## src/rtl/dac_serial_writer_pkg.sv

```systemverilog
// Shared types for the AD5300-class serial DAC writer: frame word, power-down
// modes, FSM states and the frame-building helper.
package dac_serial_writer_pkg;

   localparam int DAC_FRAME_BITS = 16;

   typedef logic [7:0]                bus08_t;
   typedef logic [DAC_FRAME_BITS-1:0] dacFrame_t;

   typedef enum logic [1:0] {
      PD_NORMAL = 2'b00,
      PD_1K     = 2'b01,
      PD_100K   = 2'b10,
      PD_TRI    = 2'b11
   } dacPd_t;

   typedef enum logic [1:0] {
      ST_IDLE  = 2'b00,
      ST_SETUP = 2'b01,
      ST_SHIFT = 2'b10,
      ST_GAP   = 2'b11
   } dac_state_t;

   // AD5300 input word: two don't-care zeros, PD bits, code, four trailing zeros
   function automatic dacFrame_t mkDacFrame(input dacPd_t pd, input bus08_t code);
      return {2'b00, pd, code, 4'b0000};
   endfunction

endpackage

```

## src/rtl/dac_serial_writer_clk_div.sv

```systemverilog
// Half-period tick generator for the DAC serial clock; the count is held at
// zero while disabled so every enable starts a fresh DIV-cycle interval.
module dac_clk_div #(
   parameter int DIV = 5
) (
   input  logic sclk,
   input  logic rstn,
   input  logic enable,
   output logic tick
);

   localparam int             CW   = $clog2(DIV + 1);
   localparam logic [CW-1:0]  LAST = CW'(DIV - 1);

   logic [CW-1:0] cnt_r;

   // Free-running 0..DIV-1 counter, cleared whenever the FSM is idle
   always_ff @(posedge sclk or negedge rstn) begin
      if (!rstn) begin
         cnt_r <= {CW{1'b0}};
      end else if (!enable) begin
         cnt_r <= {CW{1'b0}};
      end else if (cnt_r == LAST) begin
         cnt_r <= {CW{1'b0}};
      end else begin
         cnt_r <= cnt_r + CW'(1);
      end
   end

   assign tick = enable && (cnt_r == LAST);

endmodule

```

## src/rtl/dac_serial_writer.sv

```systemverilog
// Parallel serial-write controller for NUMDACS AD5300-class DACs sharing SYNC/SCLK.
// Optional feature: define DAC_PWRDN_EN to add the pdMode power-down input.
module dac_serial_writer
   import dac_serial_writer_pkg::*;
#(
   parameter int SYSCLK_FREQ = 100_000_000,
   parameter int DAC_SCLK    = 10_000_000,
   parameter int NUMDACS     = 5
) (
   input  logic                 sclk,
   input  logic                 rstn,
   input  bus08_t [NUMDACS-1:0] inData,
`ifdef DAC_PWRDN_EN
   input  dacPd_t               pdMode,
`endif
   input  logic                 inValid,
   output logic                 inReady,
   output logic                 frameDone,
   output logic                 syncn,
   output logic                 dclk,
   output logic [NUMDACS-1:0]   sdin
);

   localparam int DIV = SYSCLK_FREQ / (2 * DAC_SCLK);

   dac_state_t              state_r,  state_nx_s;
   logic                    half_r,   half_nx_s;
   logic [3:0]              bit_r,    bit_nx_s;
   dacFrame_t [NUMDACS-1:0] shreg_r,  shreg_nx_s;
   logic                    tick_s;
   dacPd_t                  pd_s;
   logic                    active_nx_s;

`ifdef DAC_PWRDN_EN
   assign pd_s = pdMode;
`else
   assign pd_s = PD_NORMAL;
`endif

   dac_clk_div #(.DIV(DIV)) u_clk_div (
      .sclk   (sclk),
      .rstn   (rstn),
      .enable (state_r != ST_IDLE),
      .tick   (tick_s)
   );

   // FSM state, phase, bit count and per-DAC shift registers
   always_ff @(posedge sclk or negedge rstn) begin
      if (!rstn) begin
         state_r <= ST_IDLE;
         half_r  <= 1'b0;
         bit_r   <= 4'd0;
         shreg_r <= {(NUMDACS*DAC_FRAME_BITS){1'b0}};
      end else begin
         state_r <= state_nx_s;
         half_r  <= half_nx_s;
         bit_r   <= bit_nx_s;
         shreg_r <= shreg_nx_s;
      end
   end

   // Next-state logic; half_r=0 is the dclk-low phase of the current bit
   always_comb begin
      state_nx_s = state_r;
      half_nx_s  = half_r;
      bit_nx_s   = bit_r;
      shreg_nx_s = shreg_r;
      case (state_r)
         ST_IDLE: begin
            if (inValid && inReady) begin
               state_nx_s = ST_SETUP;
               half_nx_s  = 1'b0;
               bit_nx_s   = 4'd0;
               for (int i = 0; i < NUMDACS; i++) begin
                  shreg_nx_s[i] = mkDacFrame(pd_s, inData[i]);
               end
            end else begin
               state_nx_s = ST_IDLE;
            end
         end
         ST_SETUP: begin
            if (tick_s) begin
               state_nx_s = ST_SHIFT;
               half_nx_s  = 1'b0;
            end else begin
               state_nx_s = ST_SETUP;
            end
         end
         ST_SHIFT: begin
            if (!tick_s) begin
               state_nx_s = ST_SHIFT;
            end else if (!half_r) begin
               // Rising dclk: present the next bit, but hold the last one
               half_nx_s = 1'b1;
               if (bit_r != 4'd15) begin
                  for (int i = 0; i < NUMDACS; i++) begin
                     shreg_nx_s[i] = {shreg_r[i][DAC_FRAME_BITS-2:0], 1'b0};
                  end
               end else begin
                  shreg_nx_s = shreg_r;
               end
            end else if (bit_r == 4'd15) begin
               state_nx_s = ST_GAP;
            end else begin
               half_nx_s = 1'b0;
               bit_nx_s  = bit_r + 4'd1;
            end
         end
         ST_GAP: begin
            if (tick_s) begin
               state_nx_s = ST_IDLE;
            end else begin
               state_nx_s = ST_GAP;
            end
         end
         default: begin
            state_nx_s = ST_IDLE;
         end
      endcase
   end

   assign active_nx_s = (state_nx_s == ST_SETUP) || (state_nx_s == ST_SHIFT);

   // Pins are registered from the next state so they change cleanly on one edge
   always_ff @(posedge sclk or negedge rstn) begin
      if (!rstn) begin
         syncn     <= 1'b1;
         dclk      <= 1'b1;
         sdin      <= {NUMDACS{1'b0}};
         frameDone <= 1'b0;
         inReady   <= 1'b0;
      end else begin
         syncn     <= !active_nx_s;
         dclk      <= !((state_nx_s == ST_SHIFT) && !half_nx_s);
         for (int i = 0; i < NUMDACS; i++) begin
            sdin[i] <= active_nx_s ? shreg_nx_s[i][DAC_FRAME_BITS-1] : 1'b0;
         end
         frameDone <= (state_r == ST_SHIFT) && (state_nx_s == ST_GAP);
         inReady   <= (state_nx_s == ST_IDLE);
      end
   end

endmodule

```

## config.mk

```make
export PLATFORM = sky130hd
export DESIGN_NAME = dac_serial_writer
export DESIGN_NICKNAME = d
export VERILOG_FILES = /design/src/rtl/dac_serial_writer_pkg.sv /design/src/rtl/dac_serial_writer_clk_div.sv /design/src/rtl/dac_serial_writer.sv
export SDC_FILE = /design/constraint.sdc
export NUM_CORES = 1
export LEC_CHECK = 0
export BUFFER_PORTS_ARGS = -buffer_cell sky130_fd_sc_hd__buf_2
export CORE_MARGIN = 2
export CORE_UTILIZATION = 61
export DETAILED_ROUTE_END_ITERATION = 6
export PLACE_DENSITY = 0.84
export SYNTH_ARGS = -nofsm -noshare
export SYNTH_HDL_FRONTEND = slang
export SYNTH_SLANG_ARGS = --single-unit
```

## constraint.sdc

```tcl
create_clock -name sclk -period 6.75 [get_ports sclk]
set_clock_uncertainty 0.15 [all_clocks]
set_input_delay 1.35 -clock sclk [delete_from_list [all_inputs] [get_ports sclk]]
set_output_delay 1.35 -clock sclk [all_outputs]
set_load 0.1 [all_outputs]
```

-- After elaboration in Yosys (flattened, before gate mapping)
Index checks and enable logic that the tools add are counted.
- reduce and logical (&&, ||, !) cells: 14
- muxes and demuxes: 30
- equal/unequal tests: 15
- add/subtract/negate cells: 2
- operators with widths (kind ; count):
    2-to-1 mux 80 bit ; 4
    case mux 80 bit (2 select lines) ; 1
    2-to-1 mux 4 bit ; 4
    != test 2 bit (second input constant) ; 6
    2-to-1 mux 1 bit ; 11
    2-to-1 mux 2 bit ; 5
    AND reduction 5 bit ; 2
    == test 2 bit (second input constant) ; 4
    case mux 2 bit (4 select lines) ; 1
    case mux 4 bit (2 select lines) ; 1
    2-to-1 mux 3 bit ; 2
    adder 4 x 1 -> 4 bit (second input constant) ; 1
    == test 2 x 1 -> 1 bit (second input constant) ; 2
    == test 4 bit (second input constant) ; 1
    logical AND 1 bit ; 4
    zero test 2 bit ; 2
    != test 4 bit (second input constant) ; 1
    nonzero test 2 bit ; 2
    adder 3 x 1 -> 3 bit (second input constant) ; 1
    == test 3 bit (second input constant) ; 1
    zero test 1 bit ; 3
    case mux 1 bit (3 select lines) ; 1
    logical OR 1 bit ; 1
- input bits: 43
- register bits after elaboration: 99
- logic and storage cells: 80
- output and inout bits: 9

-- Logic depth before layout (Yosys ltp)
Gate-level depths: netlist (run 1).
- depth in word-level cells: 8
- mapped depth: 11
- gate-level depth less buffers: 9

-- By module
From an unflattened synthesis (run 1), not the netlist that was laid out.
- cell total of the unflattened synthesis: 317
- area total of the unflattened synthesis: 3629.7 µm²
- modules (own cells, without submodules) (module ; instances ; sequential area each (µm²) ; area an instance (µm²) ; cells each):
    dac_serial_writer ; 1 ; 1979.4 ; 3478.3 ; 303
    dac_clk_div ; 1 ; 75.1 ; 151.4 ; 14

-- Least setup slack after synthesis (run 1)
No wires, ideal clock.
- path kind: in2reg
- start: in inValid
- end: reg sdin[0]
- required time: 6.517 ns
- setup time: 0.083 ns
- arrival time: 2.422 ns
- path slack: 4.096 ns
- buffers on the path: 1
- stages on the path: 8
- cell sequence: nand2_1 nor2_1 o31a_1 inv_1 ha_1 clkbuf_1 nand3_1 o21ai_0
- cells in the longest elaborated chain, start to end: 6
- elaborated cells between the ends (all ways): 9
- ends and longest elaborated chain (item ; RTL line ; RTL):
    start: declaration ; dac_serial_writer.sv:16 ; input logic inValid,
    logical AND 1 bit (*) ; dac_serial_writer.sv:70 ; if (inValid && inReady) begin
    2-to-1 mux 1 bit (*) ; dac_serial_writer.sv:70 ;
    case mux 2 bit (4 select lines) (*) ; dac_serial_writer.sv:68 ; case (state_r)
    net state_nx_s[0] ; dac_serial_writer.sv:26 ; dac_state_t state_r, state_nx_s;
    == test 2 x 1 -> 1 bit or == test 2 bit (tied branches) ; dac_serial_writer.sv:122 ; assign active_nx_s = (state_nx_s == ST_SETUP) || (state_nx_s == ST_SHIFT);
    logical OR 1 bit (*) ; dac_serial_writer.sv:122 ;
    2-to-1 mux 1 bit (*) ; dac_serial_writer.sv:136 ; sdin[i] <= active_nx_s ? shreg_nx_s[i][DAC_FRAME_BITS-1] : 1'b0;
    end signal: assignment ; dac_serial_writer.sv:129 ; sdin <= {NUMDACS{1'b0}};
    end signal: indexed assignment ; dac_serial_writer.sv:136 ;
    end: declaration ; dac_serial_writer.sv:21 ; output logic [NUMDACS-1:0] sdin
Mark *: on every way through the listed nets, which the timed path passes. The rest lies on a longest branch. The select of a mux whose other input is x is not followed.
A chain may end at the register's enable or synchronous reset.

-- Worst setup path after layout (run 1)
- start: in inValid
- end: reg bit_r[0]
- cells in the longest elaborated chain, start to end: 3
- ends and longest elaborated chain (item ; RTL line ; RTL):
    logical AND 1 bit ; dac_serial_writer.sv:70 ;
    != test 2 bit (no source line) ; n/a ;
    AND reduction 5 bit (no source line) ; n/a ;
    end signal: assignment ; dac_serial_writer.sv:57 ; bit_r <= bit_nx_s;
    end: declaration ; dac_serial_writer.sv:28 ; logic [3:0] bit_r, bit_nx_s;
Every way passes these cells.

==> metrics.cfg, run 1 <==
[logic_synthesis]
synthSimpleGateAreaFrac_pct=18.79
yosys.area.top_type=dfrtp_1
ys_seq_area_share_pct=56.82
netlist_area_sq_um=3616
async_flop_share_pct=100.0
synth_xor_area_share_pct=0.2422
synth_fp_nets=408
netlist_instances=359
syn_area_per_cell_sq_um=10.07
synth_compound_area_share_pct=15.67
ys_ff_latch=82
synth_edf_count=0
synthAdderAreaFrac_pct=2.076
netlist.area_leader.share_pct=55.36
synth_flop_cell=dfrtp_1
synth_area_leaders=dfrtp_1 (55%), nand2_1 (12%), a22oi_1 (7.5%), o21ai_0 (3.5%), ha_1 (2.1%)
yosys_warnings=0
ys_types=43
synth_top_family_by_area=simple AND/OR/NAND/NOR gates
synthMuxAreaShare_pct=0.5536

[critical_path]
rr_endpoint=bit_r[0]
start_kind=input pin
crit_type=in -> reg
r2r_cells=4
cp-endpoint=bit_r[0]
timing.rr.start=state_r[0]
reg2reg_slack_ps=4180
crit_arrival_ps=3180
crit_required_ps=6860
endpoint_kind=register
crit_fanout=27
startpoint=inValid

[clock_network]
cts_tree=yes
ctsHtreeMaxLevel=3
clk_path_buf_depth=2
post_cts_buffers=0
cts_buffers=9
clock_sinks=82
ctsHoldBuffers=0
post_cts_resized=0
insertion_delay_ps=350
cts-root-buf=clkbuf_8
clk_pin_slew_ps=80

[sta]
whs_ps=318.1
post-route-min-period_ps=3066
worst_slew_pin_slew_ps=1086
finalMaxSlewViolations=0
maxSlewHeadroom_pct=27.60
finalSetupTns_ps=0
setup_viol=0
rsz0062_at_grt=false
max_freq_mhz=326.1
fin_crit_sh_pct=45.43
hold_viol=0

[routing]
postRouteAntennaNets=0
vias=2644
drt-pass1-iter-count=4
wl_per_cell_um=13.85
wirelength_mm=6.580
viasPerCell=5.566
dr.first_iter.drc_count=218
drcViolationCount=0

[power_and_ir_drop]
p_leak_uw=0.002009
p_total_uw=1755
powerDensity_nw_per_um2=433.9
power_frac_comb_pct=28.1
worst_ir_drop_vdd_mv=0.2240
clkPwrFrac_pct=24.8
internal_power_uw=1124
p_sw_uw=631.7
swShare_pct=35.98
pwr-share-seq_pct=47.1

[finish]
layout_common_cells=nand2_1 (116), dfrtp_1 (80), buf_2 (50), a22oi_1 (36), o21ai_0 (25)
nFillCells=465
final_core_util_pct=69.56
drive_gt1_share_pct=19.25
diodes=0
final_nets=444
area_growth_pct=11.87
final_common_cell=nand2_1

[worst_hold_path]
min_path_type=reg -> reg

[floorplanning]
core-area_sq_um=5816
die_h_um=80.99
initial_utilization_pct=62.18
die_area_sq_um=6559
die_w_um=80.99
io_pins=52
rows=28

[placed_design]
place.port_buffers=51
hpwl_mm=3.959
gp_congestion=0.7788

[global_routing]
grt_pass1_vias=2528
grt_max_degree=83
track_usage_pct=22.70
grt_pass1_wl_mm=11.36
antenna_found_initial=0
overflow=0

[run_status]
status=completed

[run]
drv_cap=0

worst min-delay path by stage:
| stage | startpoint | cells after the start | to |
|---|---|---|---|
| 4_1_cts | u_clk_div.cnt_r[0] | 1 | u_clk_div.cnt_r[0] |
| 3_5_place_dp | u_clk_div.cnt_r[0] | 1 | u_clk_div.cnt_r[0] |
| 6_report | u_clk_div.cnt_r[0] | 1 | u_clk_div.cnt_r[0] |
| 3_3_place_gp | u_clk_div.cnt_r[0] | 1 | u_clk_div.cnt_r[0] |
| 2_1_floorplan | u_clk_div.cnt_r[0] | 1 | u_clk_div.cnt_r[0] |
| 5_1_grt | shreg_r[45] | 2 | shreg_r[46] |
cell usage after synthesis (all sizes together) (2+ instances only):
| cell | instances |
|---|---|
| nand3 | 13 |
| ha | 6 |
| clkbuf | 9 |
| dfrtp | 80 |
| dfstp | 2 |
| a22oi | 36 |
| nor2 | 3 |
| buf | 18 |
| and2 | 5 |
| nand3b | 2 |
| nand2b | 2 |
| inv | 8 |
| nor2b | 2 |
| a31oi | 2 |
| nor3 | 3 |
| a211oi | 3 |
| and3 | 2 |
| mux2i | 2 |
| a221o | 5 |
| nand2 | 116 |
| o21ai | 25 |
| a21oi | 3 |
per-layer routing:
layer / routed length, um / vias to the layer above / GRT usage (%)
met5: 0 / - / 0
met4: 109 / 0 / 10.17
met3: 309 / 10 / 4.222
met2: 3167 / 68 / 36.20
met1: 2993 / 1264 / 30.49
li1: - / 1302 / -
sequential cells by signal (all words and copies together) (netlist names):
register	cells
frameDone	1
inReady	1
syncn	1
bit_r	4
sdin	5
state_r	2
dclk	1
shreg_r	63
half_r	1
u_clk_div.cnt_r	3
kinds of logic (layout without fill, tap and decap cells):
kind of cell    count (synthesis)  in the layout
simple gates                  153            153
compound gates                 80             80
fa+ha+maj                       6              6
flops                          82             82
mux                             2              2
xor+xnor                        1              1
buf+inv                        35             76
power groups by stage:
stage	logic, uW	registers, uW	clock network, uW
2_1_floorplan	307	912	0
3_3_place_gp	475	823	0
3_5_place_dp	492	831	0
4_1_cts	499	825	441
5_1_grt	558	852	464
6_report	493	827	436
through the flow:
stage	cells	area [sq um]	setup WS, ps
floorplan	359	3616	4096
global placement	459	3794	3321
detailed placement	459	3794	3288
CTS	475	4045	3660
global route	475	4045	3443
finish	475	4045	3684
worst max-delay path, cell delays in order:
cell       delay, ps
buf_2            110
nand4bb_1        830
a211oi_1         600
mux2i_1          110
o21ai_0          180
cell type report:
| type | instances | area (sq um) | area share (%) |
|---|---|---|---|
| Tap cell | 75 | 93.84 | 2.320 |
| Clock buffer | 11 | 151.4 | 3.743 |
| Clock inverter | 5 | 100.1 | 2.474 |
| Multi-Input combinational cell | 242 | 1350 | 33.37 |
| Inverter | 8 | 30.03 | 0.7423 |
| Sequential cell | 82 | 2054 | 50.79 |
| Timing Repair Buffer | 52 | 265.3 | 6.557 |
(Power assumes the default switching activity.)
==> run 2, diff against run 1 <==
--- a/config.mk
+++ b/config.mk
@@ -7,9 +7,9 @@
 export LEC_CHECK = 0
 export BUFFER_PORTS_ARGS = -buffer_cell sky130_fd_sc_hd__buf_2
 export CORE_MARGIN = 2
-export CORE_UTILIZATION = 61
+export CORE_UTILIZATION = 57
 export DETAILED_ROUTE_END_ITERATION = 6
-export PLACE_DENSITY = 0.84
+export PLACE_DENSITY = 0.8
 export SYNTH_ARGS = -nofsm -noshare
 export SYNTH_HDL_FRONTEND = slang
 export SYNTH_SLANG_ARGS = --single-unit
==> constraint.sdc (replaced) <==
create_clock -name sclk -period 3.1 [get_ports sclk]
set_clock_uncertainty 0.15 [all_clocks]
set_input_delay 0.62 -clock sclk [delete_from_list [all_inputs] [get_ports sclk]]
set_output_delay 0.62 -clock sclk [all_outputs]
set_load 0.1 [all_outputs]
==> metrics.cfg, run 2 (synthesis results as in run 1) <==
[run_status]
status=completed  ; unchanged

[critical_path]
endpoint_kind=register  ; unchanged
cp.buffers_inverters=2  ; was 1
crit_required_ps=3210  ; was 6860 ps
cp_cell_sequence=inv_1, ha_1, nand2_1, nor3_1, o31a_1, inv_1, ha_1, nand3_1, o21ai_0  ; was buf_2, nand4bb_1, a211oi_1, mux2i_1, o21ai_0
crit_arrival_ps=2460  ; was 3180 ps
start_kind=register  ; was input pin
crit_type=reg -> reg  ; was in -> reg
slowest_delay_ps=430  ; was 830 ps
crit_slowest_cell=ha_1  ; was nand4bb_1
crit_fanout=9  ; was 27
cpLargestDelayFamily=adder cells  ; was simple AND/OR/NAND/NOR gates

[finish]
largest_register=shreg_r  ; unchanged
multiInputGateArea_sq_um=1350  ; unchanged
final_area_sq_um=4006  ; was 4045 sq um
area_growth_pct=10.80  ; was 11.87%
nFillCells=521  ; was 465
final_core_util_pct=64.19  ; was 69.56%
top_regs=shreg_r x63, sdin x5, bit_r x4  ; unchanged
layout_common_cells=nand2_1 (116), dfrtp_1 (80), buf_2 (50), a22oi_1 (36), o21ai_0 (25)  ; unchanged
largest_register_ffs=63  ; unchanged
diodes=0  ; unchanged
drive_gt1_share_pct=19.51  ; was 19.25%
regArea_sq_um=2054  ; unchanged
final_nets=450  ; was 444
final_common_cell=nand2_1  ; unchanged
instances_no_fill=482  ; was 475

[floorplanning]
io_pins=52  ; unchanged
core-area_sq_um=6241  ; was 5816 sq um
die_w_um=83.65  ; was 80.99 um
die_h_um=83.65  ; was 80.99 um
initial_utilization_pct=57.94  ; was 62.18%
die_area_sq_um=6996  ; was 6559 sq um
rows=29  ; was 28

[clock_network]
insertion_delay_ps=340  ; was 350 ps
clk_path_buf_depth=2  ; unchanged
cts_tree=yes  ; unchanged
cts-root-buf=clkbuf_8  ; unchanged
post_cts_buffers=0  ; unchanged
cts_buffers=9  ; unchanged
post_cts_resized=0  ; unchanged
ctsHtreeMaxLevel=3  ; unchanged
clock_sinks=82  ; unchanged
clk_pin_slew_ps=80  ; about the same
ctsHoldBuffers=0  ; unchanged

[worst_hold_path]
min_path_type=in -> async  ; was reg -> reg

[global_routing]
overflow=0  ; unchanged
grt_pass1_vias=2653  ; was 2528
grt_max_degree=54  ; was 83
track_usage_pct=21.33  ; was 22.70%
grt_pass1_wl_mm=12.05  ; was 11.36 mm
antenna_found_initial=0  ; unchanged

[sta]
whs_ps=110.7  ; was 318.1 ps
hold_viol=0  ; unchanged
worst_slew_pin_slew_ps=759.1  ; was 1086 ps
finalMaxSlewViolations=0  ; unchanged
setup_viol=0  ; unchanged
maxSlewHeadroom_pct=49.40  ; was 27.60%
fin_crit_sh_pct=75.55
max_freq_mhz=427.0
rsz0062_at_grt=false  ; unchanged
finalSetupTns_ps=0  ; unchanged
post-route-min-period_ps=2342

[placed_design]
hpwl_mm=4.495  ; was 3.959 mm
gp_congestion=0.8751  ; was 0.7788
place.port_buffers=51  ; unchanged
dp_cells=467  ; was 459
place_area_sq_um=3854  ; was 3794 sq um

[routing]
wirelength_mm=6.849  ; was 6.580 mm
viasPerCell=5.604  ; was 5.566
drt-pass1-iter-count=5  ; was 4
vias=2701  ; was 2644
drcViolationCount=0  ; unchanged
dr.first_iter.drc_count=189  ; was 218
wl_per_cell_um=14.21  ; was 13.85 um
postRouteAntennaNets=0  ; unchanged

[run]
drv_cap=0  ; unchanged

[power_and_ir_drop]
worst_ir_drop_vdd_mv=0.4673  ; was 0.2240 mV
p_leak_uw=0.001986  ; was 0.002009 uW
powerDensity_nw_per_um2=880.9  ; was 433.9 nW/um^2

## run 2: cell count changes in the layout (fill, tap and decap cells not counted)
cell / change
clkbuf_8: -2
clkinvlp_4: +1
clkbuf_1: +3
bufinv_16: -3
buf_4: +5
buf_12: +1
## run 2: worst paths after layout
kind / endpoint / startpoint / cells past startpoint / slack [ps]
max: sdin[1] / u_clk_div.cnt_r[0] / 9 / 760
min: shreg_r[63] / rstn / 1 / 110
max reg2reg: sdin[1] / u_clk_div.cnt_r[0] / 9 / 760
min reg2reg: u_clk_div.cnt_r[0] / u_clk_div.cnt_r[0] / 1 / 310
max in group asynchronous: syncn / rstn / 2 / 1970
min in group sclk: u_clk_div.cnt_r[0] / u_clk_div.cnt_r[0] / 1 / 310
## run 2: final cells by class
class                      count  share of cell area [%]
clock buffer                  12                   3.373
clock inverter                 3                  0.4372
inverter                       8                  0.7495
multi-input combinational    242                   33.70
sequential                    82                   51.28
tap                           77                   2.405
timing repair buffer          58                   8.057
## run 2: metrics by stage
step	setup slack, ps	power, uW
final	758.0	3529
after global routing	531.6	3784
after CTS	745.8	3554
after detailed placement	785.0	2904
after global placement	862.6	2834
after floorplan	773.8	2654
## run 2: routing by layer
layer	vias up	GRT usage, %	share of wire (%)
met3	6	6.133	7.3
li1	1309	-	-
met4	0	7.038	0.92
met5	-	0	0
met1	1286	28.76	45
met2	100	33.60	47
## run 2: power by group
part           switching [uW]  internal [uW]
clock network             358            285
logic                     717            365
registers                 288           1520
total                    1360           2170
